<file path="src/rtl/sprite_pkg.sv">
// sprite_pkg
//   Shared types and default constants for the bouncing sprite engine.
//   color_t : 12-bit RGB pixel (4 bits per channel)
//   dir_t   : per-axis travel direction (POS = increasing coordinate)
package sprite_pkg;

  typedef logic [11:0] color_t;

  typedef enum logic {
    POS = 1'b0,
    NEG = 1'b1
  } dir_t;

  localparam int     H_ACTIVE_DEF  = 640;
  localparam int     V_ACTIVE_DEF  = 480;
  localparam color_t KEY_COLOR_DEF = 12'hF0F;
  localparam color_t BG_COLOR_DEF  = 12'hFFF;

endpackage

</file>
<file path="src/rtl/sprite_motion.sv">
// sprite_motion
//   One axis of sprite movement: a position register plus a two-state
//   direction FSM that bounces the sprite between 0 and LIMIT-SIZE.
//   Ports:
//     clock, reset : system clock, synchronous active-high reset
//     tick         : one-cycle frame pulse; the only time position may move
//     move_en      : 1 = step on tick, 0 = hold position and direction
//     pos          : current top-left coordinate on this axis
module sprite_motion
  import sprite_pkg::*;
#(
  parameter int LIMIT = 640,
  parameter int SIZE  = 256,
  parameter int VEL   = 2,
  parameter int START = 0
) (
  input  logic       clock,
  input  logic       reset,
  input  logic       tick,
  input  logic       move_en,
  output logic [9:0] pos
);

  // 11-bit working width so pos+VEL+SIZE never wraps before the compare
  localparam logic [10:0] LIMIT_EXT = 11'(LIMIT);
  localparam logic [10:0] SIZE_EXT  = 11'(SIZE);
  localparam logic [10:0] VEL_EXT   = 11'(VEL);
  localparam logic [9:0]  MAX_POS   = 10'(LIMIT - SIZE);

  logic [9:0]  pos_q, pos_d;
  dir_t        dir_q, dir_d;
  logic [10:0] pos_ext;

  assign pos_ext = {1'b0, pos_q};

  always_ff @(posedge clock) begin
    if (reset) begin
      pos_q <= 10'(START);
      dir_q <= POS;
    end else begin
      pos_q <= pos_d;
      dir_q <= dir_d;
    end
  end

  // Overshooting an edge clamps to that edge and reverses, so when
  // SIZE==LIMIT the axis sits at 0 and simply toggles direction.
  always_comb begin
    pos_d = pos_q;
    dir_d = dir_q;
    if (tick && move_en) begin
      case (dir_q)
        POS: begin
          if (pos_ext + VEL_EXT + SIZE_EXT > LIMIT_EXT) begin
            pos_d = MAX_POS;
            dir_d = NEG;
          end else begin
            pos_d = pos_q + 10'(VEL);
          end
        end
        NEG: begin
          if (pos_ext < VEL_EXT) begin
            pos_d = '0;
            dir_d = POS;
          end else begin
            pos_d = pos_q - 10'(VEL);
          end
        end
        default: begin
          pos_d = pos_q;
          dir_d = POS;
        end
      endcase
    end
  end

  assign pos = pos_q;

endmodule

</file>
<file path="src/rtl/sprite_engine.sv">
// sprite_engine
//   Composes a moving sprite over a flat background for a VGA scan.
//   Ports:
//     clock, reset     : pixel clock, synchronous active-high reset
//     move_en          : 1 = sprite advances once per frame
//     HCount, VCount   : current scan position from the VGA driver
//     rom_addr         : sprite ROM address (ROM answers one cycle later)
//     rom_data         : sprite ROM pixel
//     RGB_pixel, hit   : composed pixel and opaque-sprite flag, 2 cycles
//                        after HCount/VCount
//     pos_x, pos_y     : current sprite top-left corner
module sprite_engine
  import sprite_pkg::*;
#(
  parameter int     SPR_W     = 256,
  parameter int     SPR_H     = 256,
  parameter int     ADDR_W    = 16,
  parameter int     H_ACTIVE  = H_ACTIVE_DEF,
  parameter int     V_ACTIVE  = V_ACTIVE_DEF,
  parameter int     VEL_X     = 2,
  parameter int     VEL_Y     = 1,
  parameter int     START_X   = 0,
  parameter int     START_Y   = 0,
  parameter color_t KEY_COLOR = KEY_COLOR_DEF,
  parameter color_t BG_COLOR  = BG_COLOR_DEF
) (
  input  logic              clock,
  input  logic              reset,
  input  logic              move_en,
  input  logic [9:0]        HCount,
  input  logic [9:0]        VCount,
  output logic [ADDR_W-1:0] rom_addr,
  input  logic [11:0]       rom_data,
  output logic [11:0]       RGB_pixel,
  output logic              hit,
  output logic [9:0]        pos_x,
  output logic [9:0]        pos_y
);

  logic        frame_tick;
  logic        in_win;
  logic [10:0] x_end, y_end;
  logic [9:0]  off_x, off_y;

  logic        in_win_q, in_win_d;
  color_t      rgb_q, rgb_d;
  logic        hit_q, hit_d;

  // First blanking line start: one pulse per frame, outside active video
  assign frame_tick = (HCount == 10'd0) && (VCount == 10'(V_ACTIVE));

  sprite_motion #(
    .LIMIT(H_ACTIVE),
    .SIZE (SPR_W),
    .VEL  (VEL_X),
    .START(START_X)
  ) u_motion_x (
    .clock  (clock),
    .reset  (reset),
    .tick   (frame_tick),
    .move_en(move_en),
    .pos    (pos_x)
  );

  sprite_motion #(
    .LIMIT(V_ACTIVE),
    .SIZE (SPR_H),
    .VEL  (VEL_Y),
    .START(START_Y)
  ) u_motion_y (
    .clock  (clock),
    .reset  (reset),
    .tick   (frame_tick),
    .move_en(move_en),
    .pos    (pos_y)
  );

  assign x_end  = {1'b0, pos_x} + 11'(SPR_W);
  assign y_end  = {1'b0, pos_y} + 11'(SPR_H);
  assign in_win = (HCount >= pos_x) && ({1'b0, HCount} < x_end) &&
                  (VCount >= pos_y) && ({1'b0, VCount} < y_end);

  assign off_x = HCount - pos_x;
  assign off_y = VCount - pos_y;

  // Row-major address, truncated to the ROM width; forced to 0 outside
  assign rom_addr = in_win ? (ADDR_W'(off_y) * ADDR_W'(SPR_W) + ADDR_W'(off_x))
                           : '0;

  always_ff @(posedge clock) begin
    if (reset) begin
      in_win_q <= 1'b0;
      rgb_q    <= BG_COLOR;
      hit_q    <= 1'b0;
    end else begin
      in_win_q <= in_win_d;
      rgb_q    <= rgb_d;
      hit_q    <= hit_d;
    end
  end

  // in_win_q lines up with rom_data; key-coloured sprite pixels show background
  always_comb begin
    in_win_d = in_win;
    rgb_d    = BG_COLOR;
    hit_d    = 1'b0;
    if (in_win_q && (rom_data != KEY_COLOR)) begin
      rgb_d = rom_data;
      hit_d = 1'b1;
    end
  end

  assign RGB_pixel = rgb_q;
  assign hit       = hit_q;

endmodule
</file>
<file path="config.mk">
export PLATFORM = sky130hd
export DESIGN_NAME = sprite_engine
export DESIGN_NICKNAME = d
export VERILOG_FILES = /design/src/rtl/sprite_pkg.sv /design/src/rtl/sprite_motion.sv /design/src/rtl/sprite_engine.sv
export SDC_FILE = /design/constraint.sdc
export NUM_CORES = 1
export LEC_CHECK = 0
export CORE_MARGIN = 2
export CORE_UTILIZATION = 40
export DETAILED_ROUTE_END_ITERATION = 8
export PLACE_DENSITY = 0.66
export SKIP_CTS_REPAIR_TIMING = 1
export SYNTH_ARGS = -nofsm -noshare
export SYNTH_HDL_FRONTEND = slang
export SYNTH_SLANG_ARGS = --single-unit
</file>
<file path="constraint.sdc">
create_clock -name clock -period 7.54 [get_ports clock]
set_input_delay 1.508 -clock clock [delete_from_list [all_inputs] [get_ports clock]]
set_output_delay 1.508 -clock clock [all_outputs]
set_load 0.02 [all_outputs]
</file>
==> impl_metrics.env, run 1 <==
export IMPL_path_class="primary input to output port"
export IMPL_setup_violations_final=0
export IMPL_final_max_slew_viol_count=0
export IMPL_firstDrtPassIters=6
export IMPL_cts_tree="built"
export IMPL_p_int_mw=0.354
export IMPL_p_leak_nw=1.69
export IMPL_cts_htree_levels=2
export IMPL_synth_cells=470
export IMPL_hold_viol=0
export IMPL_synth_area_um2=3620
export IMPL_io_pin_count=84
export IMPL_multi_input_area_um2=2680
export IMPL_combinationalPowerShare=0.331
export IMPL_critPathLaunchType="primary input"
export IMPL_fmax_ghz=0.145
export IMPL_ff_latch_area_um2=701
export IMPL_ys_async_sr_fraction=0
export IMPL_final_layout_size_suffix_gt1_frac=0.0577
export IMPL_synthesis_nets=544
export IMPL_hpwlAfterDp_mm=8.00
export IMPL_area_delta_synth_final_pct=26.9
export IMPL_cap_violations=0
export IMPL_core_um2=8760
export IMPL_start_util=0.413
export IMPL_synth_ff_type="dfxtp_1"
export IMPL_worst_pin_slew_ns=1.08
export IMPL_p_per_area_nw_per_um2=114
export IMPL_fin_util=0.524
export IMPL_r2r_start="u_motion_y.pos[6]$_SDFFE_PP0P_"
export IMPL_n_fill_cell=874
export IMPL_clock_latency_ns=0.30
export IMPL_synth_edff_count=0
export IMPL_drc=0
export IMPL_grt_setup_unrepaired="false"
export IMPL_crit_arrival_ns=5.40
export IMPL_skew_ns=0.00951
export IMPL_end_kind="output port"
export IMPL_cp_slowest_cell="clkdlybuf4s50_1"
export IMPL_p_sw_mw=0.168
export IMPL_cts_num_sinks=35
export IMPL_die_w_um=99.1
export IMPL_final_cell_mix="clkdlybuf4s50_1, nor2_1, ha_1"
export IMPL_startpoint="HCount[1]"
export IMPL_seq_area_frac_synth=0.194
export IMPL_die_h_um=99.1
export IMPL_rows=34
export IMPL_ir_drop_mv=0.0683
export IMPL_required_ns=6.03
export IMPL_routed_via_density=5.79
export IMPL_grt_pass1_wl_mm=17.4
export IMPL_drtAntennaViolNets=0
export IMPL_antenna_found_initial=0
export IMPL_maxSlewHeadroom=0.278
export IMPL_die_area_um2=9830
export IMPL_pwr_share_clk=0.298
export IMPL_cts_root_buf="clkbuf_8"
export IMPL_switching_share=0.322
export IMPL_cts_buffer_depth=2
export IMPL_drt_iter0_markers=119
export IMPL_cp_common_cell="a21oi_1"
export IMPL_io_buffers=82
export IMPL_fin_crit_ns=6.91
export IMPL_via_count=3734
export IMPL_power_frac_seq=0.371
export IMPL_cp_cell_sequence="clkdlybuf4s50_1 > fa_1 > a21oi_1 > o21ai_1 > a21oi_1 > o21ai_0 > xor2_1 > ha_1 > a21o_1 > nand2_1 > or4_4 > or4_1 > a21oi_1 > clkdlybuf4s50_1"
export IMPL_synth_seq_cells=35
export IMPL_overflow=0
export IMPL_layout_commonest_cell="clkdlybuf4s50_1"
export IMPL_place_congestion=0.889
export IMPL_yosysUniqueCellTypes=76
export IMPL_diodes=0
export IMPL_setup_tns_ns=0
export IMPL_synth_avg_cell_area_um2=7.70
export IMPL_status="finished, final reports clean"
export IMPL_wirelength_mm=10.4
export IMPL_wl_per_cell_um=16.0
export IMPL_track_usage=0.213
export IMPL_hold_path_class="register to register"
export IMPL_numCtsBuffers=5
export IMPL_slowest_delay_ns=0.61
export IMPL_ys_warn_count=0
export IMPL_grt_max_degree=28
export IMPL_min_from="u_motion_x.dir_q$_SDFFE_PP0P_"
export IMPL_clkTransAtPathRegs_ns=0.08
export IMPL_final_nets=610
export IMPL_finalCritPeriodShare=0.917
export IMPL_grt_pass1_vias=3621
export IMPL_critPathMaxFanout=3
[state kept, by name (all words and copies together) (netlist names)]
register and count:
u_motion_y.dir_q 1, u_motion_x.pos 9, u_motion_x.dir_q 1, u_motion_y.pos 10, RGB_pixel 12, hit 1, in_win_q 1
[worst max-delay path, delay by kind of cell]
kind	cells	cell delay, ns
buf+inv	2	1.09
simple gates	3	1.00
fa+ha+maj	2	0.68
compound gates	6	0.95
xor+xnor	1	0.16
[metrics by stage]
stage | instances | hold WS (ns) | setup slack (ns) | total power [mW] | area [um^2]
after floorplan | 470 | 0.510 | 1.74 | 0.310 | 3620
after detailed placement | 637 | 0.559 | 0.645 | 0.370 | 4490
after global routing | 645 | 0.618 | 0.414 | 0.557 | 4590
final | 645 | 0.576 | 0.629 | 0.523 | 4590
after global placement | 637 | 0.540 | 0.712 | 0.367 | 4490
after CTS | 645 | 0.571 | 0.632 | 0.526 | 4590
[power groups by stage]
| stage | logic (mW) | registers (mW) | clock network [mW] |
|---|---|---|---|
| finish | 0.173 | 0.194 | 0.156 |
| global route | 0.191 | 0.195 | 0.171 |
| CTS | 0.173 | 0.194 | 0.159 |
| detailed placement | 0.172 | 0.198 | 0 |
| global placement | 0.170 | 0.198 | 0 |
| floorplan | 0.110 | 0.200 | 0 |
[final cells by class]
type,instances,share of cell area
Multi-Input combinational cell,375,0.584
Timing Repair Buffer,85,0.184
Sequential cell,35,0.153
Tap cell,108,0.0294
Inverter,34,0.0278
Clock buffer,7,0.0210
Clock inverter,1,0.00163
[cell families after synthesis]
logic type	synth area share
other cells	0.00207
buf+inv	0.0664
fa+ha+maj	0.141
flops	0.194
simple gates	0.248
compound gates	0.291
xor+xnor	0.0581
[routing by layer]
layer	global-route usage	wire length, um	share of wire	up-vias
met2	0.366	5250	0.51	90
met3	0.0302	385	0.037	15
li1	-	-	-	1865
met1	0.277	4550	0.44	1764
met4	0.0622	166	0.016	0
met5	0	0	0	-
[worst paths after layout]
kind / to / depth (start not counted) / slack, ns
worst max register to register: in_win_q$_SDFF_PP0_ / 8 / 4.94
worst max-delay path: rom_addr[15] / 14 / 0.63
worst min-delay path: u_motion_x.dir_q$_SDFFE_PP0P_ / 2 / 0.58
worst min register to register: u_motion_x.dir_q$_SDFFE_PP0P_ / 2 / 0.58
[cell usage after synthesis, types with 3 or more instances]
cell      count  area, um^2
nor3b_1       3        22.5
nor4_1        7        43.8
ha_1         36         450
a31o_1        3        26.3
o211ai_1      6        45.0
nand2_1      28         105
buf_2         9        45.0
o21a_1        9        67.6
a21oi_1      33         165
o311ai_1      3        26.3
o22ai_1       3        18.8
o21ai_1       6        30.0
nand4b_1      4        35.0
o31ai_1       5        37.5
a21o_1       10        75.1
or3_1         4        25.0
fa_1          3        60.1
o32ai_1       3        26.3
xnor2_1      17         149
nor3_1       16        80.1
clkbuf_1     15        56.3
a221oi_1      4        35.0
a211oi_1      7        52.6
xor2_1        7        61.3
dfxtp_1      35         701
inv_1        33         124
nor2_1       39         146
nand3_1      20         100
o21ai_0      13        65.1
a31oi_1       5        31.3
nand2b_1     17         106
nand4_1       8        50.1
Power figures use the tool's default switching activity.
==> inputs of run 2 (changes only) <==
Settings changed: SYNTH_HIERARCHICAL set to 1.
==> run 2 against run 1 <==
  * Die area is 5.7% higher
  * Non-clock buffer count is 2 lower
  * Global-route usage is 0.18 points lower
  * Total power is 2.1% lower
  * Combinational power is 19% lower
  * Cell area is 4.2% higher
  * Clock-buffer cell count is 2 lower
  * Setup slack worse by 0.043 ns
  * Utilization is 0.88 points lower
  * Sequential share of layout area is 0.61 points lower
  * Clock power is 14% higher
  * First-iteration DRC count grew to 3.7 times the previous value
==> impl_metrics.env, run 2 <==
export IMPL_status="finished, final reports clean"
export IMPL_overflow=0
export IMPL_cts_htree_levels=2
export IMPL_start_util=0.413
export IMPL_clock_latency_ns=0.30
export IMPL_met1_usage=0.264
export IMPL_largest_reg_flops=12
export IMPL_end_kind="output port"
export IMPL_synth_common_cells="inv_1, dfxtp_1, a21oi_1"
export IMPL_clkTransAtPathRegs_ns=0.08
export IMPL_cts_tree="built"
export IMPL_layout_commonest_cell="clkdlybuf4s50_1"
export IMPL_cap_violations=0
export IMPL_skew_ns=0.00710
export IMPL_p_leak_nw=1.75
export IMPL_required_ns=6.03
export IMPL_setup_violations_final=0
export IMPL_drt_iter0_markers=440
export IMPL_seq_area_frac_synth=0.183
export IMPL_use_met2=0.362
export IMPL_place_congestion=0.925
export IMPL_setup_tns_ns=0
export IMPL_p_per_area_nw_per_um2=107
export IMPL_cts_buffer_depth=2
export IMPL_fin_util=0.515
export IMPL_hold_viol=0
export IMPL_core_um2=9280
export IMPL_die_w_um=102
export IMPL_via_count=4046
export IMPL_synthesis_nets=573
export IMPL_numCtsBuffers=5
export IMPL_final_cell_mix="clkdlybuf4s50_1, inv_1, dfxtp_1"
export IMPL_synth_area_um2=3840
export IMPL_antenna_found_initial=0
export IMPL_synth_top_area_frac=0.183
export IMPL_synth_avg_cell_area_um2=7.63
export IMPL_wl_per_cell_um=15.4
export IMPL_fin_crit_ns=6.95
export IMPL_hold_path_class="register to register"
export IMPL_final_nets=635
export IMPL_fin_cells=695
export IMPL_power_mw=0.512
export IMPL_drtAntennaViolNets=0
export IMPL_path_class="primary input to output port"
export IMPL_grt_pass1_wl_mm=18.0
export IMPL_hpwlAfterDp_mm=8.10
export IMPL_cts_root_buf="clkbuf_8"
export IMPL_rows=35
export IMPL_fmax_ghz=0.144
export IMPL_synth_ff_type="dfxtp_1"
export IMPL_routed_via_density=5.82
export IMPL_grt_max_degree=21
export IMPL_crit_arrival_ns=5.45
export IMPL_yosysUniqueCellTypes=83
export IMPL_synth_seq_cells=35
export IMPL_worst_pin_slew_ns=1.06
export IMPL_final_max_slew_viol_count=0
export IMPL_critPathMaxFanout=4
export IMPL_diodes=0
export IMPL_synth_area_leaders="dfxtp_1, ha_1, a21oi_1"
export IMPL_die_area_um2=10400
export IMPL_cts_num_sinks=35
export IMPL_io_pin_count=84
export IMPL_critPathLaunchType="primary input"
export IMPL_drc=0
export IMPL_top_usage_layer="met2"
export IMPL_ys_warn_count=6
export IMPL_n_fill_cell=899
export IMPL_track_usage=0.211
export IMPL_area_delta_synth_final_pct=24.8
export IMPL_grt_setup_unrepaired="false"
export IMPL_met3_usage=0.0458
export IMPL_wirelength_mm=10.7
export IMPL_die_h_um=102
export IMPL_final_layout_size_suffix_gt1_frac=0.0689
export IMPL_ys_async_sr_fraction=0
export IMPL_whs_ns=0.658
export IMPL_grt_pass1_vias=3844
export IMPL_finalCritPeriodShare=0.922
export IMPL_synth_top_area_cell="dfxtp_1"
export IMPL_firstDrtPassIters=6
export IMPL_yosysMostFrequentCell="inv_1"
export IMPL_synth_edff_count=0
export IMPL_maxSlewHeadroom=0.289
export IMPL_post_place_cells=687
export IMPL_ir_drop_mv=0.0717
export IMPL_io_buffers=82
export IMPL_synth_cells=503
[run 2: cell types whose count changed in the layout (fill, tap and decap cells not counted), sizes merged, moves of 3 or more]
cell and delta:
a211oi -4, a31oi +5, and3 +8, ha -4
inv +11, mux2i +4, nand3 -4, nor3 +5
o211ai -5, o21a -3, o21ai +6, o221ai +5
o32ai -3, xnor2 -7
[run 2: layout make-up]
| cell class | instances | area (um^2) | share of cell area |
|---|---|---|---|
| Sequential cell | 35 | 701 | 0.146 |
| Timing Repair Buffer | 83 | 828 | 0.173 |
| Multi-Input combinational cell | 395 | 2810 | 0.587 |
| Tap cell | 129 | 161 | 0.0337 |
| Clock buffer | 5 | 68.8 | 0.0144 |
| Clock inverter | 3 | 46.3 | 0.00967 |
| Inverter | 45 | 169 | 0.0353 |
[run 2: kinds of logic (layout without fill, tap and decap cells)]
kind of cell,Yosys count,in the layout,synth area share
xor+xnor,19,19,0.0434
other cells,1,1,0.000978
mux,5,5,0.0144
flops,35,35,0.183
compound gates,141,141,0.261
fa+ha+maj,35,35,0.120
buf+inv,73,136,0.0845
simple gates,194,194,0.294
[run 2: stage by stage]
step / instance area [um^2] / worst slack, ns
2_1_floorplan: 3840 / 1.73
3_3_place_gp: 4670 / 0.749
3_5_place_dp: 4670 / 0.634
4_1_cts: 4790 / 0.619
5_1_grt: 4790 / 0.291
6_report: 4790 / 0.585
[run 2: critical path: stages]
cell             delay [ns]
clkdlybuf4s50_1        0.48
ha_1                   0.33
nor2b_1                0.13
o21ai_0                0.19
a21oi_1                0.16
o31a_1                 0.33
a31oi_1                0.22
xnor2_1                0.15
ha_1                   0.31
a21o_1                 0.10
nand2_1                0.07
nor4b_1                0.53
a31oi_1                0.15
nor3_1                 0.14
clkdlybuf4s50_1        0.63
[run 2: per-layer routing]
layer  wire, um  vias up
met3        862       18
li1           -     1976
met2       5050      179
met4        176        0
met1       4640     1873
met5          0        -
[run 2: report_power, final]
group	internal (mW)	total [mW]	switching [mW]	leakage, nW
combinational	0.0669	0.140	0.0731	1.41
sequential	0.187	0.194	0.00688	0.283
clock	0.0996	0.178	0.0781	0.0548
total	0.354	0.512	0.158	1.75
[run 2: worst paths after layout]
path / from / end / slack [ns] / cells past startpoint
max: HCount[1] / rom_addr[15] / 0.59 / 15
min: u_motion_y/pos[1]$_SDFFE_PP0P_ / u_motion_y/pos[1]$_SDFFE_PP0P_ / 0.66 / 2
max reg2reg: u_motion_x/pos[8]$_SDFFE_PP0P_ / in_win_q$_SDFF_PP0_ / 4.62 / 8
min reg2reg: u_motion_y/pos[1]$_SDFFE_PP0P_ / u_motion_y/pos[1]$_SDFFE_PP0P_ / 0.66 / 2
